[src/rtl/sequential_divider_pkg.sv]
// Shared definitions for the sequential restoring divider: default widths,
// controller state encoding and the iteration-counter width helper.
package sequential_divider_pkg;

  localparam int DW_DEFAULT = 8;
  localparam int VW_DEFAULT = 4;

  typedef enum logic [1:0] {
    IDLE = 2'd0,
    CALC = 2'd1,
    DONE = 2'd2
  } state_t;

  // Width of a counter able to hold the values 0..dw.
  function automatic int count_width(input int dw);
    return $clog2(dw + 1);
  endfunction

endpackage

[src/rtl/sequential_divider_if.sv]
// Start/ready/done handshake plus operand and result buses of the divider.
// The requester drives the operands; the divider drives status and results.
interface sequential_divider_if
  import sequential_divider_pkg::*;
#(
  parameter int DW = DW_DEFAULT,
  parameter int VW = VW_DEFAULT
) ();

  logic          start;
  logic [DW-1:0] a;
  logic [VW-1:0] b;
  logic          ready;
  logic          done;
  logic          div_by_zero;
  logic [DW-1:0] quotient;
  logic [VW-1:0] remainder;

  modport master (
    output start, a, b,
    input  ready, done, div_by_zero, quotient, remainder
  );

  modport slave (
    input  start, a, b,
    output ready, done, div_by_zero, quotient, remainder
  );

endinterface

[src/rtl/restoring_div_step.sv]
// One restoring-division iteration: shift the next dividend bit into the
// partial remainder, trial-subtract the divisor, keep the difference when it
// is non-negative. Purely combinational.
module restoring_div_step #(
  parameter int VW = 4
) (
  input  logic [VW-1:0] r,       // partial remainder, always < d
  input  logic          qmsb,    // dividend bit being brought down
  input  logic [VW-1:0] d,       // divisor
  output logic [VW-1:0] r_next,  // updated partial remainder, still < d
  output logic          qbit     // quotient bit produced by this step
);

  logic [VW:0] shifted;
  logic [VW:0] trial;

  // Since r < d, the shifted value is < 2*d and fits VW+1 bits.
  assign shifted = {r, qmsb};
  assign trial   = shifted - {1'b0, d};
  assign qbit    = ~trial[VW];

  // Whichever value is kept is < d, so its top bit is always zero.
  assign r_next  = qbit ? trial[VW-1:0] : shifted[VW-1:0];

endmodule

[src/rtl/sequential_divider.sv]
// Sequential restoring divider producing one quotient bit per clock.
// IDLE accepts operands, CALC runs DW iterations, DONE pulses done for one
// cycle. A zero divisor skips CALC and reports div_by_zero.
module sequential_divider
  import sequential_divider_pkg::*;
#(
  parameter int DW = DW_DEFAULT,
  parameter int VW = VW_DEFAULT
) (
  input  logic              clk,
  input  logic              rst,
  sequential_divider_if.slave bus
);

  localparam int CW = count_width(DW);

  state_t        state_q;
  state_t        state_d;
  logic [CW-1:0] count_q;
  logic [DW-1:0] q_q;          // dividend shifting out, quotient shifting in
  logic [VW-1:0] d_q;          // captured divisor
  logic [VW-1:0] r_q;          // partial remainder (invariant r_q < d_q)
  logic [DW-1:0] quotient_q;
  logic [VW-1:0] remainder_q;
  logic          dbz_q;

  logic          accept;
  logic          last_iter;
  logic          step_qbit;
  logic [VW-1:0] step_r;
  logic          b_is_zero;

  assign b_is_zero = (bus.b == '0);

  restoring_div_step #(.VW(VW)) u_step (
    .r      (r_q),
    .qmsb   (q_q[DW-1]),
    .d      (d_q),
    .r_next (step_r),
    .qbit   (step_qbit)
  );

  // Next-state and control decode for the IDLE/CALC/DONE controller.
  always_comb begin
    // NOTE: every output of a combinational block gets a default first so no path leaves it unassigned and infers a latch.
    state_d   = state_q;
    accept    = 1'b0;
    last_iter = 1'b0;
    unique case (state_q)
      IDLE: begin
        if (bus.start) begin
          accept  = 1'b1;
          state_d = b_is_zero ? DONE : CALC;
        end
      end
      CALC: begin
        if (count_q == CW'(DW - 1)) begin
          last_iter = 1'b1;
          state_d   = DONE;
        end
      end
      DONE:    state_d = IDLE;
      default: state_d = IDLE;
    endcase
  end

  // Controller state register with synchronous active-low reset.
  always_ff @(posedge clk) begin
    // NOTE: sequential state uses non-blocking assignment so every flop samples pre-edge values.
    if (!rst) state_q <= IDLE;
    else      state_q <= state_d;
  end

  // Operand capture, per-iteration datapath update and result registers.
  always_ff @(posedge clk) begin
    if (!rst) begin
      q_q         <= '0;
      d_q         <= '0;
      r_q         <= '0;
      count_q     <= '0;
      quotient_q  <= '0;
      remainder_q <= '0;
      dbz_q       <= 1'b0;
    end else if (accept) begin
      q_q     <= bus.a;
      d_q     <= bus.b;
      r_q     <= '0;
      count_q <= '0;
      dbz_q   <= b_is_zero;
      // A zero divisor goes straight to DONE, so its results load now.
      if (b_is_zero) begin
        quotient_q  <= '1;
        remainder_q <= bus.a[VW-1:0];
      end
    end else if (state_q == CALC) begin
      q_q     <= {q_q[DW-2:0], step_qbit};
      r_q     <= step_r;
      count_q <= count_q + CW'(1);
      if (last_iter) begin
        quotient_q  <= {q_q[DW-2:0], step_qbit};
        remainder_q <= step_r;
      end
    end
  end

  assign bus.ready       = (state_q == IDLE);
  assign bus.done        = (state_q == DONE);
  assign bus.div_by_zero = dbz_q;
  assign bus.quotient    = quotient_q;
  assign bus.remainder   = remainder_q;

endmodule

[src/flat_wrapper.sv]
// flat-port wrapper written by rule: the top's interface ports become plain ports
module sequential_divider_flat import sequential_divider_pkg::*;
#(
  parameter int DW = DW_DEFAULT,
  parameter int VW = VW_DEFAULT
)
  (clk, rst, bus_start, bus_a, bus_b, bus_ready, bus_done, bus_div_by_zero, bus_quotient, bus_remainder);
  sequential_divider_if #(.DW(DW), .VW(VW)) bus_i ();
  input  logic clk;
  input  logic rst;
  input wire logic [$bits(bus_i.start)-1:0] bus_start;
  input wire logic [$bits(bus_i.a)-1:0] bus_a;
  input wire logic [$bits(bus_i.b)-1:0] bus_b;
  output wire logic [$bits(bus_i.ready)-1:0] bus_ready;
  output wire logic [$bits(bus_i.done)-1:0] bus_done;
  output wire logic [$bits(bus_i.div_by_zero)-1:0] bus_div_by_zero;
  output wire logic [$bits(bus_i.quotient)-1:0] bus_quotient;
  output wire logic [$bits(bus_i.remainder)-1:0] bus_remainder;
  assign bus_i.start = bus_start;
  assign bus_i.a = bus_a;
  assign bus_i.b = bus_b;
  assign bus_ready = bus_i.ready;
  assign bus_done = bus_i.done;
  assign bus_div_by_zero = bus_i.div_by_zero;
  assign bus_quotient = bus_i.quotient;
  assign bus_remainder = bus_i.remainder;
  sequential_divider #(.DW(DW), .VW(VW)) u_core (.clk(clk), .rst(rst), .bus(bus_i));
endmodule
[config.mk]
export PLATFORM = sky130hd
export DESIGN_NAME = sequential_divider_flat
export DESIGN_NICKNAME = d
export VERILOG_FILES = /design/src/rtl/sequential_divider_pkg.sv /design/src/rtl/sequential_divider_if.sv /design/src/rtl/restoring_div_step.sv /design/src/rtl/sequential_divider.sv /design/src/flat_wrapper.sv
export SDC_FILE = /design/constraint.sdc
export NUM_CORES = 1
export LEC_CHECK = 0
export ABC_AREA = 1
export CORE_MARGIN = 8
export CORE_UTILIZATION = 55
export CTS_CLUSTER_SIZE = 12
export DETAILED_ROUTE_END_ITERATION = 8
export PLACE_DENSITY = 0.87
export SLEW_MARGIN = 0
export SYNTH_ARGS = -nofsm -noshare
export SYNTH_HDL_FRONTEND = slang
export SYNTH_HIERARCHICAL = 1
export SYNTH_SLANG_ARGS = --single-unit
[constraint.sdc]
create_clock -name clk -period 4.7 [get_ports clk]
set_input_delay 0.705 -clock clk [delete_from_list [all_inputs] [get_ports clk]]
set_output_delay 0.705 -clock clk [all_outputs]
set_load 0.02 [all_outputs]
==> impl_metrics.toml <==
[outcome]
result_of_the_run = "completed"

[timing]
final.period_utilization = 0.490
drv_slew = 0
finalHoldViolations = 0
final_count_of_negative_setup_slack_endpoints = 0
total_negative_slack_ns = 0
fin_hold_ws_ns = 0.502
relSlewSlack = 0.594
timing.fmax_ghz = 0.434
unrepaired_setup_endpoints_after_global_routing = "no"
worst_slew_pin_slew_ns = 0.607
period_needed_ns = 2.30
largest_clock_skew_in_the_final_design_ns = 0.0116

[synth]
synthesis.nets = 309
synth.ff_latch_count = 35
synth.most_common_cell = "sky130_fd_sc_hd__nand2_1"
syn_inst = 288
synth_enable_flop_cells = 0
netlist.area_leader.share = 0.359
dominantRegCellSynth = "sky130_fd_sc_hd__dfxtp_1"
synth.top_cells.by_count = "96 x sky130_fd_sc_hd__nand2_1, 58 x sky130_fd_sc_hd__inv_1, 35 x sky130_fd_sc_hd__dfxtp_1, 16 x sky130_fd_sc_hd__nand3_1, 16 x sky130_fd_sc_hd__nor2_1"
post_synth_instance_area_sq_um = 1950
synth_top_cells_by_area = "sky130_fd_sc_hd__dfxtp_1 36%, sky130_fd_sc_hd__nand2_1 18%, sky130_fd_sc_hd__inv_1 11%"
synth_async_sr_flop_share = 0
synth.largest_area_cell = "sky130_fd_sc_hd__dfxtp_1"
syn-mean-instance-area_sq_um = 6.78
ys.warnings.count = 6
ys_types = 27
yosysSeqAreaShare = 0.359

[worst_setup_path]
rr_endpoint = "u_core/bus.remainder[3]"
worstSetupStartpointType = "flop"
crit_fanout = 4
timing.critical_path.to_type = "primary output"
worstPathRequired_ns = 3.99
rrSetupSlack_ns = 2.61
worstSetupEndpoint = "bus_done"
worstSetupPathType = "reg -> out"
reg2reg_depth = 13
worst_setup_path_startpoint = "u_core/state_q[1]"
r2r-start = "u_core/q_q[7]"
critical_path_arrival_ns = 1.60

[routing]
ant_nets = 0
vias = 1861
initialDrtViolationCount = 166
drc_errors = 0
route.detailed.vias_per_inst = 5.10
routedWlPerCell_um = 12.4
finalWirelength_um = 4510
detail_route.first_pass.iterations = 5

[grt]
grt_antenna_before_repair = 0
grt_pass1_vias = 1699
grt_overflow_total = 0
grt_start_max_net_pins = 19
grt_pass1_wl_um = 7540
grt_usage = 0.173

[placement]
routabilityCongestion = 0.872
dp_hpwl_um = 3250
numPortBuffers = 29

[cts]
cts_inserted_buffers = 5
clk_pin_slew_ns = 0.11
cts_max_level = 2
tritoncts_sink_count = 35
cts.root.buffer_cell = "sky130_fd_sc_hd__clkbuf_4"
clk_path_buf_depth = 2
cts_tree = "done"
clock_insertion_delay_worst_skew_ns = 0.36
post-cts-setup-buffer-count = 0
cts_resized = 0
cts_hold_buf = 0

[pwr]
p_per_area_nw_per_um2 = 293
worst_ir_drop_vdd_mv = 0.216
power_leakage_nw = 1.14

[worst_hold_path]
min_delay_path_depth = 2
worstHoldStart = "u_core/count_q[1]"
worst_hold_path_type = "reg -> reg"

[finish]
nets_final = 339
final_layout_size_suffix_gt1_frac = 0.103
n_antenna_cell = 0
multiInputGateArea_sq_um = 980
nFillCells = 306
synthToLayoutAreaGrowth_pct = 19.5
regArea_sq_um = 701

[floorplanning]
die_height_um = 75.6
core_area_sq_um = 3360
floorplan.initialDensity = 0.581
floorplan.die.width_um = 75.6
floorplan.die_area_sq_um = 5710
rows = 21
floorplan.io_pins = 30

[flow_run]
max_cap_viol_count = 0
-- report_power, final --
| part | internal [mW] | total, mW | switching [mW] |
|---|---|---|---|
| sequential | 0.310 | 0.321 | 0.0115 |
| clock | 0.112 | 0.223 | 0.111 |
| combinational | 0.0546 | 0.141 | 0.0867 |
-- cell type report --
cell class / instances / area share
multi-input cells: 187 / 0.420
well taps: 46 / 0.0247
flip-flops and latches: 35 / 0.300
clock inverters: 3 / 0.0188
repair buffers: 29 / 0.124
clock buffers: 5 / 0.0161
inverters: 60 / 0.0965
-- placed cells by master, fill, tap and decap left out, types with 5 or more instances in the layout --
| cell type | n |
|---|---|
| sky130_fd_sc_hd__nand2_1 | 96 |
| sky130_fd_sc_hd__a21oi_1 | 12 |
| sky130_fd_sc_hd__a31oi_1 | 8 |
| sky130_fd_sc_hd__ha_1 | 5 |
| sky130_fd_sc_hd__dfxtp_1 | 35 |
| sky130_fd_sc_hd__inv_1 | 58 |
| sky130_fd_sc_hd__o21ai_0 | 5 |
| sky130_fd_sc_hd__clkbuf_4 | 5 |
| sky130_fd_sc_hd__clkdlybuf4s50_1 | 29 |
| sky130_fd_sc_hd__nor2_1 | 16 |
| sky130_fd_sc_hd__nor2_2 | 5 |
| sky130_fd_sc_hd__nand2_2 | 6 |
| sky130_fd_sc_hd__nand3_1 | 16 |
-- metrics by stage --
step	instances	power, mW	cell area, sq um	utilization	setup slack [ns]
floorplan	288	0.427	1950	-	2.92
global placement	357	0.462	2250	0.670	2.53
detailed placement	357	0.465	2250	0.670	2.46
CTS	365	0.685	2330	0.694	2.38
global route	365	0.719	2330	0.694	2.33
finish	365	0.685	2330	0.694	2.40
-- sequential cells by signal, summed over array words and instances, names as in the netlist --
register,cells
u_core/bus.div_by_zero,1
u_core/bus.quotient,8
u_core/bus.remainder,4
u_core/count_q,4
u_core/d_q,4
u_core/q_q,8
u_core/r_q,4
u_core/state_q,2
-- worst min path at each step --
| stage | slack (ns) | to |
|---|---|---|
| 3_5_place_dp | 0.49 | u_core/r_q[2] |
| 3_3_place_gp | 0.48 | u_core/count_q[1] |
| 5_1_grt | 0.52 | u_core/q_q[1] |
| 6_report | 0.50 | u_core/count_q[1] |
| 4_1_cts | 0.51 | u_core/count_q[1] |
| 2_1_floorplan | 0.46 | u_core/count_q[1] |
-- worst max-delay path, cell delays in order (launching register included) --
cell and delay, ns:
sky130_fd_sc_hd__dfxtp_1 0.44, sky130_fd_sc_hd__inv_2 0.10, sky130_fd_sc_hd__nor2_1 0.09, sky130_fd_sc_hd__clkdlybuf4s50_1 0.61
-- layer usage --
metal | up-vias | routed length, um | GRT usage
met5 | - | 0 | 0
met4 | 0 | 125 | 0.0981
met3 | 16 | 441 | 0.0513
met2 | 96 | 2040 | 0.276
met1 | 820 | 1900 | 0.201
li1 | 929 | - | -
-- logic make-up (layout without fill, tap and decap cells) --
| family | count (synthesis) | count (layout) | synth area share |
|---|---|---|---|
| AO/OA/AOI/OAI | 27 | 27 | 0.0762 |
| XOR/XNOR | 2 | 2 | 0.00897 |
| AND/OR/NAND/NOR | 152 | 152 | 0.374 |
| adder cells (fa/ha/maj) | 6 | 6 | 0.0423 |
| buffers and inverters | 66 | 97 | 0.140 |
| flip-flops | 35 | 35 | 0.359 |
Power figures use the tool's default switching activity.
